$ cat config.mk
export PLATFORM = sky130hd
export DESIGN_NAME = alu_iter
export DESIGN_NICKNAME = d
export VERILOG_FILES = /design/src/rtl/alu_iter.sv
export SDC_FILE = /design/constraint.sdc
export NUM_CORES = 1
export LEC_CHECK = 0
export BUFFER_PORTS_ARGS = -buffer_cell sky130_fd_sc_hd__buf_4
export CORE_ASPECT_RATIO = 0.8
export CORE_MARGIN = 5
export CORE_UTILIZATION = 50
export CTS_CLUSTER_DIAMETER = 80
export DETAILED_ROUTE_END_ITERATION = 12
export PLACE_DENSITY = 0.67
export REMOVE_ABC_BUFFERS = 1
export SYNTH_ARGS = -nofsm -noshare
export SYNTH_HDL_FRONTEND = slang
export SYNTH_SLANG_ARGS = --single-unit
$ cat constraint.sdc
create_clock -name clk -period 3.83 [get_ports clk]
set_input_delay 0.383 -clock clk [delete_from_list [all_inputs] [get_ports clk]]
set_output_delay 0.383 -clock clk [all_outputs]
set_load 0.01 [all_outputs]
$ cat src/rtl/alu_iter.sv
// alu_iter: registered execute-stage ALU that owns the O|S|Z|C flags register and
// adds a one-bit-per-cycle unsigned multiply/divide unit on op 3'b010.
module alu_iter #(
   parameter int WIDTH = 16
) (
   input  logic             clk,
   input  logic             rst,
   input  logic             in_valid,
   output logic             in_ready,
   input  logic [2:0]       op,
   input  logic [3:0]       alu_op,
   input  logic [WIDTH-1:0] s_1,
   input  logic [WIDTH-1:0] s_2,
   input  logic             bubble,
   output logic             out_valid,
   output logic [WIDTH-1:0] result,
   output logic [3:0]       flags,
   output logic             dbg_state_o
);

   // Handshake: a slot transfers on the posedge where in_valid && in_ready. in_ready is
   // low only while ITER runs; out_valid is a one-cycle pulse with no backpressure.

   localparam int MSB = WIDTH - 1;
   localparam int CW  = (WIDTH > 1) ? $clog2(WIDTH) : 1;
   localparam logic [CW-1:0] LAST = CW'(WIDTH - 1);

   localparam logic [2:0] OP_ALU    = 3'b000;
   localparam logic [2:0] OP_ADDI   = 3'b001;
   localparam logic [2:0] OP_MULDIV = 3'b010;
   localparam logic [2:0] OP_LUI    = 3'b011;
   localparam logic [2:0] OP_ADD4   = 3'b100;
   localparam logic [2:0] OP_ADD5   = 3'b101;
   localparam logic [2:0] OP_ZERO   = 3'b110;
   localparam logic [2:0] OP_PASS   = 3'b111;

   typedef enum logic {
      S_IDLE = 1'b0,
      S_ITER = 1'b1
   } state_t;

   state_t           state_q, state_d;
   logic [CW-1:0]    cnt_q, cnt_d;
   logic [WIDTH-1:0] hi_q, hi_d;
   logic [WIDTH-1:0] lo_q, lo_d;
   logic [WIDTH-1:0] opnd_q, opnd_d;
   logic [1:0]       sel_q, sel_d;
   logic [WIDTH-1:0] result_q, result_d;
   logic [3:0]       flags_q, flags_d;
   logic             out_valid_q, out_valid_d;

   logic             cin;
   logic [WIDTH:0]   add_s, addc_s, sub_s, subc_s;
   logic [WIDTH-1:0] sc_res;
   logic             sc_c, sc_o;

   logic [WIDTH:0]   mul_sum;
   logic [WIDTH:0]   div_rs;
   logic             div_ge;
   logic [WIDTH-1:0] div_tr;
   logic [WIDTH-1:0] hi_step, lo_step;
   logic [WIDTH-1:0] it_res;
   logic             it_c;

   function automatic logic ovf_add(input logic a, input logic b, input logic r);
      return (a == b) && (r != a);
   endfunction

   function automatic logic ovf_sub(input logic a, input logic b, input logic r);
      return (a != b) && (r != b);
   endfunction

   assign cin    = flags_q[0];
   assign add_s  = {1'b0, s_1} + {1'b0, s_2};
   assign addc_s = add_s + {{WIDTH{1'b0}}, cin};
   assign sub_s  = {1'b0, s_2} + {1'b0, ~s_1} + {{WIDTH{1'b0}}, 1'b1};
   assign subc_s = {1'b0, s_2} + {1'b0, ~s_1} + {{WIDTH{1'b0}}, cin};

   always_comb begin : single_cycle
      sc_res = '0;
      sc_c   = 1'b0;
      sc_o   = 1'b0;
      case (op)
         OP_ALU: begin
            case (alu_op)
               4'h0: sc_res = ~(s_1 & s_2);
               4'h1: begin
                  sc_res = add_s[MSB:0];
                  sc_c   = add_s[WIDTH];
                  sc_o   = ovf_add(s_1[MSB], s_2[MSB], add_s[MSB]);
               end
               4'h2: begin
                  sc_res = addc_s[MSB:0];
                  sc_c   = addc_s[WIDTH];
                  sc_o   = ovf_add(s_1[MSB], s_2[MSB], addc_s[MSB]);
               end
               4'h3: sc_res = s_1 | s_2;
               4'h4: begin
                  sc_res = subc_s[MSB:0];
                  sc_c   = subc_s[WIDTH];
                  sc_o   = ovf_sub(s_1[MSB], s_2[MSB], subc_s[MSB]);
               end
               4'h5: sc_res = s_1 & s_2;
               4'h6: begin
                  sc_res = sub_s[MSB:0];
                  sc_c   = sub_s[WIDTH];
                  sc_o   = ovf_sub(s_1[MSB], s_2[MSB], sub_s[MSB]);
               end
               4'h7: sc_res = s_1 ^ s_2;
               4'h8: sc_res = ~s_2;
               4'h9: begin
                  sc_res = {s_2[MSB-1:0], 1'b0};
                  sc_c   = s_2[MSB];
               end
               4'hA: begin
                  sc_res = {1'b0, s_2[MSB:1]};
                  sc_c   = s_2[0];
               end
               4'hB: begin
                  sc_res = {s_2[MSB-1:0], s_2[MSB]};
                  sc_c   = s_2[MSB];
               end
               4'hC: begin
                  sc_res = {s_2[0], s_2[MSB:1]};
                  sc_c   = s_2[0];
               end
               4'hD: begin
                  sc_res = {s_2[MSB], s_2[MSB:1]};
                  sc_c   = s_2[0];
               end
               4'hE: begin
                  sc_res = {cin, s_2[MSB:1]};
                  sc_c   = s_2[0];
               end
               default: begin
                  sc_res = {s_2[MSB-1:0], cin};
                  sc_c   = s_2[MSB];
               end
            endcase
         end
         OP_ADDI: begin
            sc_res = add_s[MSB:0];
            sc_c   = add_s[WIDTH];
            sc_o   = ovf_add(s_1[MSB], s_2[MSB], add_s[MSB]);
         end
         OP_LUI, OP_PASS:  sc_res = s_1;
         OP_ADD4, OP_ADD5: sc_res = add_s[MSB:0];
         OP_ZERO:          sc_res = '0;
         default:          sc_res = '0;
      endcase
   end

   // hi/lo hold {partial product, multiplier} for mul and {remainder, dividend->quotient}
   // for div; a zero divisor naturally yields all-ones quotient and remainder s_1.
   always_comb begin : muldiv_step
      mul_sum = {1'b0, hi_q} + (lo_q[0] ? {1'b0, opnd_q} : {(WIDTH + 1){1'b0}});
      div_rs  = {hi_q, lo_q[MSB]};
      div_ge  = (div_rs >= {1'b0, opnd_q});
      div_tr  = div_rs[MSB:0] - opnd_q;
      hi_step = hi_q;
      lo_step = lo_q;
      if (sel_q[1]) begin
         hi_step = div_ge ? div_tr : div_rs[MSB:0];
         lo_step = {lo_q[MSB-1:0], div_ge};
      end else begin
         hi_step = mul_sum[WIDTH:1];
         lo_step = {mul_sum[0], lo_q[MSB:1]};
      end
      it_res = lo_step;
      it_c   = 1'b0;
      case (sel_q)
         2'b00:   begin it_res = lo_step; it_c = |hi_step;  end
         2'b01:   begin it_res = hi_step; it_c = |lo_step;  end
         2'b10:   begin it_res = lo_step; it_c = ~|opnd_q;  end
         default: begin it_res = hi_step; it_c = ~|opnd_q;  end
      endcase
   end

   always_comb begin : fsm_next
      state_d     = state_q;
      cnt_d       = cnt_q;
      hi_d        = hi_q;
      lo_d        = lo_q;
      opnd_d      = opnd_q;
      sel_d       = sel_q;
      result_d    = result_q;
      flags_d     = flags_q;
      out_valid_d = 1'b0;
      case (state_q)
         S_IDLE: begin
            if (in_valid && !bubble) begin
               if (op == OP_MULDIV) begin
                  state_d = S_ITER;
                  cnt_d   = '0;
                  sel_d   = alu_op[1:0];
                  hi_d    = '0;
                  lo_d    = alu_op[1] ? s_1 : s_2;
                  opnd_d  = alu_op[1] ? s_2 : s_1;
               end else begin
                  result_d    = sc_res;
                  flags_d     = {sc_o, sc_res[MSB], (sc_res == '0), sc_c};
                  out_valid_d = 1'b1;
               end
            end
         end
         S_ITER: begin
            hi_d  = hi_step;
            lo_d  = lo_step;
            cnt_d = cnt_q + CW'(1);
            if (cnt_q == LAST) begin
               state_d     = S_IDLE;
               result_d    = it_res;
               flags_d     = {1'b0, it_res[MSB], (it_res == '0), it_c};
               out_valid_d = 1'b1;
            end
         end
         default: state_d = S_IDLE;
      endcase
   end

   always_ff @(posedge clk or posedge rst) begin
      if (rst) begin
         state_q     <= S_IDLE;
         cnt_q       <= '0;
         hi_q        <= '0;
         lo_q        <= '0;
         opnd_q      <= '0;
         sel_q       <= '0;
         result_q    <= '0;
         flags_q     <= '0;
         out_valid_q <= 1'b0;
      end else begin
         state_q     <= state_d;
         cnt_q       <= cnt_d;
         hi_q        <= hi_d;
         lo_q        <= lo_d;
         opnd_q      <= opnd_d;
         sel_q       <= sel_d;
         result_q    <= result_d;
         flags_q     <= flags_d;
         out_valid_q <= out_valid_d;
      end
   end

   assign in_ready    = (state_q == S_IDLE);
   assign out_valid   = out_valid_q;
   assign result      = result_q;
   assign flags       = flags_q;
   assign dbg_state_o = state_q;

endmodule

==> results.cfg, run 1 <==
[run_status]
status = finished clean

[floorplanning]
fp.dieH_um = 144.6
start_util = 0.5062
die_w_um = 178.3
core_um2 = 22380
dieArea_um2 = 25790
fp-row-count = 49
num_io_pins = 66

[worst_setup_path]
crit_buf_inv = 1
worstPathArrival_ps = 4020
cp_max_fo = 5
crit_required_ps = 4040
worst_path_most_repeated_cell = nor4_2
path_class = flop to flop
critPathTopFamily = simple AND/OR/NAND/NOR gates
worstPathCellList = ha_2 -> and2_1 -> a221o_1 -> a222oi_1 -> a21boi_2 -> nand2_2 -> mux2i_1 -> a21oi_2 -> nor4_2 -> buf_4 -> nand4_1 -> nor4_2 -> a211oi_1
slowest_stage = dfrtp_1
slowest_delay_ps = 430
cp-end-kind = flop
start_kind = flop

[job]
drv_cap = 0

[place]
place_ws_ps = -426.5
numPortBuffers = 65
gp_congestion = 1.055
hpwl_um = 41220
dp.cells = 2112

[drt]
top_layer_used = met5
num_vias = 14050
ant_nets = 0
route.met3.wl_um = 7801
met2_length_um = 20160
routed_wl_um = 52050
drt_drc_violations_left = 0
first_pass_iters = 5
m1WireLength_um = 22740
drt-wirelength-per-cell_um = 24.44
via_per_inst = 6.597
first_iter_violations = 2082

[yosys]
synth_cells = 1556
ys_types = 103
synth_top_area_cell = dfrtp_1
synth_area_leaders = dfrtp_1 (17%), ha_1 (9.5%), a21oi_1 (6.0%)
synth_flop_cell = dfrtp_1
yosysSeqAreaShare = 0.1657
syn_area_um2 = 11330
async_flop_share = 1.000
synth_top_cell_area_share = 0.1657
synth_edf_count = 0
synth_seq_cells = 75
avgSynthCellArea_um2 = 7.280
yosys_warnings = 0

[cts]
clk_latency_ps = 350
numCtsBuffers = 9
htreeDepth = 3
cts.sinks = 75
cts-root-buf = clkbuf_16
cts_tree = built
clk_path_buf_depth = 2
clk_pin_slew_worst_paths_ps = 70
hold_buffers = 0

[final_layout]
area_growth_pct = 28.05
n_antenna_cell = 0
instances_no_fill = 2130
fin_nets = 1952
drive_above_1_share = 0.2577

[sta]
final_max_slew_viol_count = 0
period_share = 0.9940
max_freq_mhz = 262.7
tightest_slew_ps = 1270
setup_ws_ps = 23.10
slew_headroom = 0.1466
setup_viol = 0
final.min_clock_period_ps = 3807
skew_ps = 9.422
hold_viol = 0

[power]
p_int_uw = 5379
power_frac_comb = 0.752
power_frac_seq = 0.146
vdd_drop_max_uv = 700.3
p_per_area_nw_per_um2 = 735.6
pwr-share-clk = 0.101
leakage_uw = 0.006557
switchingPower_uw = 5292
total_power_uw = 10670
switching_share = 0.4959

[global_routing]
antenna_found_initial = 1
grt_overflow = 0
grtUsageTotal = 0.3920
grt_max_degree = 72
grt_pass1_wl_um = 76830
grt_pass1_vias = 12530

[min_path]
holdCritPathClass = input port to async pin
## flip-flops by register name (all words and copies together) (netlist names)
signal,count
dbg_state_o,1
opnd_q,16
result,15
sel_q,2
hi_q,16
flags,4
cnt_q,4
out_valid,1
lo_q,16
## routing by layer
layer  global-route usage  up-vias
li1                     -     6281
met1               0.5997     6635
met2               0.5323     1023
met3               0.1247      110
met4              0.08478        2
met5                    0        -
## through the flow
step,hold slack [ps],util,TNS (ps),cell area (um^2)
after floorplan,488.8,-,-1006,10920
after global placement,482.6,0.6225,-1045,13930
after detailed placement,494.4,0.6225,-1895,13930
after CTS,257.5,0.6399,0,14320
after global routing,316.9,0.6483,-116.3,14510
final,225.5,0.6483,0,14510
## repair_timing
action,CTS,global route
setup endpoints to repair,2,6
gates resized for setup,2,38
pin swaps,1,9
setup buffers,0,2
## worst paths after layout
check                      slack [ps]        end      start  depth (start not counted)
setup / recovery                   20   flags[0]   hi_q[11]                         13
hold / removal                    230   cnt_q[3]        rst                          2
setup reg to reg                   20   flags[0]   hi_q[11]                         13
hold reg to reg                   510  result[2]  result[2]                          1
max in group asynchronous        2760    lo_q[1]        rst                          3
min in group clk                  370   flags[3]     bubble                          3
## logic make-up (layout without fill, tap and decap cells)
| family | Yosys count | in the layout | share of synthesized area |
|---|---|---|---|
| flip-flops | 75 | 75 | 0.1657 |
| XOR/XNOR | 61 | 61 | 0.04948 |
| adder cells (fa/ha/maj) | 90 | 90 | 0.1021 |
| multiplexers | 70 | 70 | 0.06406 |
| AO/OA/AOI/OAI | 534 | 534 | 0.3168 |
| buffers and inverters | 178 | 446 | 0.06273 |
| AND/OR/NAND/NOR | 548 | 548 | 0.2392 |
## power by group through the flow
stage | registers (uW) | logic (uW) | clock network [uW]
finish | 1560 | 8030 | 1080
global route | 1590 | 8550 | 1130
CTS | 1530 | 7470 | 1080
detailed placement | 1540 | 7400 | 0
global placement | 1530 | 7300 | 0
floorplan | 1630 | 4130 | 0
## area by class of cell
| class | count | area, um^2 |
|---|---|---|
| Multi-Input combinational cell | 1303 | 8925 |
| Fill cell | 2049 | 7871 |
| Timing Repair Buffer | 350 | 2644 |
| Sequential cell | 75 | 1878 |
| Tap cell | 306 | 382.9 |
| Inverter | 80 | 301.5 |
| Clock buffer | 10 | 239.0 |
| Clock inverter | 6 | 136.4 |
## synthesized netlist by cell type (17+ instances only)
master,count
a21oi_1,136
a21o_1,17
nand4_1,21
mux2i_1,50
xnor2_1,43
a31oi_1,25
buf_1,18
o21a_1,18
clkbuf_1,67
o211ai_1,21
nor3_1,37
o21ai_0,117
and3_1,19
mux2_2,20
nand2_1,149
inv_1,78
dfrtp_1,75
or3_1,18
nor2_1,152
nand3_1,31
a211oi_1,20
and2_1,27
ha_1,86
## placed cells by master, fill, tap and decap left out, drive strengths merged, types with 9 or more instances in the layout
| cell | count |
|---|---|
| o31ai | 14 |
| a221oi | 10 |
| or3 | 18 |
| nand2b | 17 |
| o22ai | 13 |
| mux2 | 20 |
| xor2 | 16 |
| ha | 86 |
| dfrtp | 75 |
| buf | 350 |
| nor2b | 12 |
| nand2 | 149 |
| and3 | 19 |
| o211ai | 22 |
| a21oi | 140 |
| inv | 78 |
| o2111ai | 12 |
| or2 | 12 |
| mux2i | 50 |
| clkbuf | 10 |
| o21a | 18 |
| and2 | 27 |
| xnor2 | 45 |
| a211o | 9 |
| o21ai | 124 |
| nor2 | 154 |
| a21o | 17 |
| nor4 | 19 |
| nor3 | 38 |
| a22oi | 14 |
| o221ai | 9 |
| nand4 | 21 |
| nand3 | 31 |
| a211oi | 22 |
| a31oi | 25 |
Note: power is estimated with default switching activity, not from simulation.
==> run 2: changes to the inputs <==
--- a/config.mk
+++ b/config.mk
@@ -6,12 +6,14 @@
 export NUM_CORES = 1
 export LEC_CHECK = 0
 export BUFFER_PORTS_ARGS = -buffer_cell sky130_fd_sc_hd__buf_4
+export CELL_PAD_IN_SITES_DETAIL_PLACEMENT = 0
+export CELL_PAD_IN_SITES_GLOBAL_PLACEMENT = 1
 export CORE_ASPECT_RATIO = 0.8
 export CORE_MARGIN = 5
-export CORE_UTILIZATION = 50
+export CORE_UTILIZATION = 47
 export CTS_CLUSTER_DIAMETER = 80
 export DETAILED_ROUTE_END_ITERATION = 12
-export PLACE_DENSITY = 0.67
+export PLACE_DENSITY = 0.83
 export REMOVE_ABC_BUFFERS = 1
 export SYNTH_ARGS = -nofsm -noshare
 export SYNTH_HDL_FRONTEND = slang
==> results.cfg, run 2 (same netlist as run 1, synthesis figures left out) <==
[run_status]
status = finished clean

[floorplanning]
die_w_um = 183.6
dieArea_um2 = 27330
fp-row-count = 50
fp.dieH_um = 148.9
num_io_pins = 66
start_util = 0.4803
core_um2 = 23590

[power]
p_per_area_nw_per_um2 = 728.3
leakage_uw = 0.006543
vdd_drop_max_uv = 703.0

[worst_setup_path]
path_class = flop to flop
cp-end-kind = flop
cp_max_fo = 2
slowest_delay_ps = 460
start_kind = flop
crit-reg2reg-launch = lo_q[15]
slowest_stage = dfrtp_2
worstPathArrival_ps = 4000
cp-startpoint = lo_q[15]
crit_required_ps = 4050
worstPathCellList = inv_2 -> ha_2 -> inv_1 -> fa_2 -> a21o_1 -> a221o_1 -> o21ai_1 -> nor2b_2 -> xnor2_1 -> mux2i_1 -> a21oi_2 -> nor4_2 -> buf_4 -> nand4_1 -> nor4_2 -> buf_4 -> a211oi_1

[final_layout]
final_cell_mix = buf_4 (355), nor2_1 (151), nand2_1 (148)
area_growth_pct = 27.69
final_core_util = 0.6133
num-fill-cells = 2207
fin_nets = 1957
top_regs = hi_q: 16 flops, lo_q: 16 flops, opnd_q: 16 flops
seqCellArea_um2 = 1881
final_common_cell = buf_4
instances_no_fill = 2142
multi_input_area_um2 = 8916
drive_above_1_share = 0.2586
postLayoutCellArea_um2 = 14470

[cts]
clk_pin_slew_worst_paths_ps = 60
clk_path_buf_depth = 2
hold_buffers = 0
clk_latency_ps = 350
cts.sinks = 75
cts_tree = built
htreeDepth = 3
cts-root-buf = clkbuf_16
numCtsBuffers = 9

[job]
drv_cap = 0

[min_path]
holdCritPathClass = input port to async pin

[drt]
num_vias = 13860
drt_drc_violations_left = 0
routed_wl_um = 52990
first_pass_iters = 9
first_iter_violations = 1851
ant_nets = 0
drt-wirelength-per-cell_um = 24.74
via_per_inst = 6.468

[place]
hpwl_um = 41940
numPortBuffers = 65
placed_area_um2 = 13940
gp_congestion = 1.034
dp.cells = 2120

[global_routing]
grtUsageTotal = 0.3724
grt_overflow = 0
grt_pass1_wl_um = 77810
grt_pass1_vias = 12620
antenna_found_initial = 1
grt_max_degree = 59

[sta]
setup_viol = 0
hold_viol = 0
period_share = 0.9870
final_max_slew_viol_count = 0
max_freq_mhz = 264.5
final.min_clock_period_ps = 3780
grt_setup_unrepaired = yes
skew_ps = 9.024
slew_headroom = 0.1460
tightest_slew_ps = 1271
setup_tns_ps = 0
-- run 2: cell count changes in the layout (fill, tap and decap cells not counted), moves of 2 or more --
cell | before | now
a21oi_2 | 8 | 5
inv_1 | 76 | 74
dfrtp_2 | 1 | 3
inv_6 | 0 | 3
dfrtp_1 | 74 | 72
buf_4 | 348 | 355
fa_2 | 3 | 1
a21oi_1 | 131 | 133
inv_2 | 2 | 4
bufinv_16 | 4 | 1
fa_1 | 1 | 3
-- run 2: critical path, delay by kind of cell (launching register included) --
kind                     cells  cell delay (ps)
buffers and inverters        4              470
XOR/XNOR                     1               70
multiplexers                 1              240
adder cells (fa/ha/maj)      2              520
AND/OR/NAND/NOR              4              940
flip-flops                   1              460
AO/OA/AOI/OAI                5              940
-- run 2: where the power goes --
| part | internal (uW) | leakage, uW | switching [uW] |
|---|---|---|---|
| sequential | 1170 | 0.000905 | 358 |
| clock | 529 | 0.000154 | 365 |
| combinational | 3550 | 0.00548 | 4560 |
-- run 2: layout make-up --
| type | instances | area share |
|---|---|---|
| antenna | 1 | 0.0001730 |
| multi-input combinational | 1303 | 0.6164 |
| tap | 312 | 0.02699 |
| sequential | 75 | 0.1300 |
| clock buffer | 10 | 0.01652 |
| inverter | 80 | 0.02085 |
| clock inverter | 6 | 0.004844 |
| timing repair buffer | 355 | 0.1842 |
-- run 2: path summary, 6_finish.rpt --
check	slack [ps]	cells past startpoint	to
max in group asynchronous	2680	3	hi_q[10]
worst min-delay path	250	2	opnd_q[4]
min in group clk	360	3	flags[3]
worst max-delay path	50	17	flags[0]
worst min register to register	500	1	result[2]
worst max register to register	50	17	flags[0]
-- run 2: metrics by stage --
step	setup slack, ps	hold WS, ps	total power (uW)
after floorplan	-79.51	488.8	5760
after global placement	-224.3	480.3	8825
after detailed placement	-351.9	480.8	8937
after CTS	11.47	285.8	9904
after global routing	-27.63	328.4	11180
final	49.83	245.8	10530
-- run 2: layer usage --
| layer | vias to the layer above | GRT usage | share of wire |
|---|---|---|---|
| met4 | 0 | 0.07632 | 0.021 |
| met2 | 899 | 0.5018 | 0.39 |
| li1 | 6292 | - | - |
| met5 | - | 0 | 0 |
| met3 | 96 | 0.1543 | 0.15 |
| met1 | 6568 | 0.5509 | 0.44 |
-- run 2: repair_timing --
item / 4_1_cts / 5_1_grt
hold endpoints to repair: 0 / 0
endpoints found under the setup margin: 0 / 5
buffers inserted: 0 / 5
gates resized for setup: 0 / 38
==> run 3: changes to the inputs <==
--- a/config.mk
+++ b/config.mk
@@ -5,15 +5,16 @@
 export SDC_FILE = /design/constraint.sdc
 export NUM_CORES = 1
 export LEC_CHECK = 0
+export ABC_AREA = 1
 export BUFFER_PORTS_ARGS = -buffer_cell sky130_fd_sc_hd__buf_4
 export CELL_PAD_IN_SITES_DETAIL_PLACEMENT = 0
 export CELL_PAD_IN_SITES_GLOBAL_PLACEMENT = 1
 export CORE_ASPECT_RATIO = 0.8
 export CORE_MARGIN = 5
-export CORE_UTILIZATION = 47
+export CORE_UTILIZATION = 45
 export CTS_CLUSTER_DIAMETER = 80
 export DETAILED_ROUTE_END_ITERATION = 12
-export PLACE_DENSITY = 0.83
+export PLACE_DENSITY = 0.84
 export REMOVE_ABC_BUFFERS = 1
 export SYNTH_ARGS = -nofsm -noshare
 export SYNTH_HDL_FRONTEND = slang
==> results.cfg, run 3 <==
[run_status]
status = finished clean

[yosys]
syn_area_um2 = 11400
synth_seq_cells = 75
synth_edf_count = 0
synth_area_leaders = nand2_1 (17%), dfrtp_1 (16%), ha_1 (9.4%)
synth_top_cell_area_share = 0.1736
synthMuxAreaShare = 0.0008783
synthTopCellsByCount = nand2_1 (527), inv_1 (257), nand3_1 (167), nor2_1 (138), o21ai_0 (115)
yosys.area_share.simple = 0.4122
ys_types = 57
synth_cells = 1898
yosys_warnings = 0
yosysSeqAreaShare = 0.1647
synthAdderAreaFrac = 0.1014
synth_top_area_cell = nand2_1
async_flop_share = 1.000
synth_compound_area_frac = 0.1847
synth_flop_cell = dfrtp_1
yosysMostFrequentCell = nand2_1
yosys.area_share.xor_xnor = 0.009662
synth_top_family_by_area = simple AND/OR/NAND/NOR gates
avgSynthCellArea_um2 = 6.004

[floorplanning]
start_util = 0.4538
dieArea_um2 = 28630
core_um2 = 25110
die_w_um = 187.9
fp.dieH_um = 152.3
fp-row-count = 52
num_io_pins = 66

[cts]
clk_pin_slew_worst_paths_ps = 60
htreeDepth = 3
cts.sinks = 75
cts-root-buf = clkbuf_16
clk_latency_ps = 350
numCtsBuffers = 9
cts_tree = built
clk_path_buf_depth = 2

[power]
leakage_uw = 0.006688
p_per_area_nw_per_um2 = 678.8
vdd_drop_max_uv = 885.3

[worst_setup_path]
path_class = flop to flop
cp-end-kind = flop
worst_path_most_repeated_cell = nand2_1
r2r_cells = 20
slowest_delay_ps = 430
crit_buf_inv = 0
path_depth = 20
cp_max_fo = 13
critPathTopFamily = simple AND/OR/NAND/NOR gates
start_kind = flop
crit_required_ps = 4110
r2r_slack_ps = 220
slowest_stage = dfrtp_1
worstPathCellList = ha_1 -> a21oi_1 -> nand2_1 -> nand3_1 -> nand2_1 -> nand3_1 -> nand3_2 -> nand2_4 -> nand2_4 -> nor2_2 -> nand2_1 -> nand4_1 -> o21ai_1 -> nor2_1 -> nand3_1 -> nor2_1 -> nand3_1 -> nand2_1 -> nand2_1 -> nand2_1
worstPathArrival_ps = 3880

[sta]
grt_setup_unrepaired = no
max_freq_mhz = 277.2
period_share = 0.9418
tightest_slew_ps = 983.9
hold_viol = 0
final.min_clock_period_ps = 3607
skew_ps = 10.16
slew_headroom = 0.3434
setup_tns_ps = 0
setup_viol = 0
setup_ws_ps = 222.9
final_max_slew_viol_count = 0

[global_routing]
grt_max_degree = 52
grt_pass1_vias = 12470
grt_pass1_wl_um = 74500
grtUsageTotal = 0.3330
antenna_found_initial = 1
grt_overflow = 0

[final_layout]
drive_above_1_share = 0.1554
multi_input_area_um2 = 8082
seqCellArea_um2 = 1878
num-fill-cells = 2715
area_growth_pct = 12.53
final_common_cell = nand2_1
n_antenna_cell = 0
fin_nets = 2117
final_cell_mix = nand2_1 (527), inv_1 (256), nand3_1 (167)
top_regs = hi_q: 16 flops, lo_q: 16 flops, opnd_q: 16 flops

[drt]
drt_drc_violations_left = 0
via_per_inst = 5.834
routed_wl_um = 49210
first_iter_violations = 1587
ant_nets = 0
first_pass_iters = 7
drt-wirelength-per-cell_um = 21.28
num_vias = 13490

[place]
gp_congestion = 1.031
numPortBuffers = 65
place_ws_ps = 95.07
hpwl_um = 40860

[min_path]
holdCritPathClass = input port to async pin

[job]
drv_cap = 0
## run 3: changes by cell type in the layout (fill, tap and decap cells not counted), moves of 28 or more
cell,before,now
nor3_1,35,7
a21oi_1,133,82
nand3_1,31,167
xnor2_1,41,4
nand2_2,1,41
nand4_1,21,49
nand2_1,148,527
mux2i_1,49,1
inv_1,74,256
o22ai_1,13,43
buf_4,355,136
## run 3: what timing repair did
| action | CTS | global route |
|---|---|---|
| setup buffers | 0 | 2 |
| setup endpoints to repair | 0 | 1 |
| hold buffers | 0 | 0 |
| resized for setup | 0 | 2 |
## run 3: worst register-to-register path: stages (launching register included)
cell and delay (ps):
dfrtp_1 430, ha_1 400, a21oi_1 150, nand2_1 120
nand3_1 100, nand2_1 160, nand3_1 130, nand3_2 100
nand2_4 180, nand2_4 180, nor2_2 400, nand2_1 130
nand4_1 100, o21ai_1 110, nor2_1 200, nand3_1 100
nor2_1 170, nand3_1 140, nand2_1 110, nand2_1 60
nand2_1 70
## run 3: report_power, final
group	total, uW	leakage (uW)	switching, uW	internal, uW
registers	1530	0.000911	352	1180
logic	6310	0.00563	4190	2120
clock network	863	0.000145	344	519
## run 3: metrics by stage
stage / util / power (uW) / hold slack, ps / cells / area [um^2]
global placement: 0.4981 / 7550 / 468.3 / 2295 / 12510
CTS: 0.5098 / 8473 / 132.1 / 2311 / 12800
global route: 0.5106 / 9439 / 165.0 / 2313 / 12820
detailed placement: 0.4981 / 7579 / 475.2 / 2295 / 12510
finish: 0.5106 / 8704 / 123.4 / 2313 / 12820
floorplan: - / 5517 / 474.1 / 1835 / 11060
## run 3: metal layers
metal	share of wire	GRT usage	up-vias
met5	0.00026	0	-
met4	0.023	0.06883	2
met3	0.13	0.1260	78
met2	0.38	0.4427	733
met1	0.47	0.5056	6243
li1	-	-	6437
## run 3: path summary, 6_finish.rpt
check | from | endpoint
max | hi_q[1] | flags[1]
min | rst | cnt_q[3]
max reg2reg | hi_q[1] | flags[1]
min reg2reg | flags[3] | flags[3]
max in group asynchronous | rst | lo_q[0]
min in group clk | s_1[7] | lo_q[7]
## run 3: cells by family after synthesis
| family | after synthesis |
|---|---|
| XOR/XNOR | 10 |
| adder cells (fa/ha/maj) | 90 |
| multiplexers | 1 |
| AO/OA/AOI/OAI | 350 |
| AND/OR/NAND/NOR | 1017 |
| buffers and inverters | 355 |
| flip-flops | 75 |
## run 3: final cells by class
class | instances | area share
clock inverter | 5 | 0.004098
inverter | 292 | 0.08596
sequential | 75 | 0.1465
timing repair buffer | 138 | 0.08274
tap | 324 | 0.03161
multi-input combinational | 1468 | 0.6302
clock buffer | 11 | 0.01893
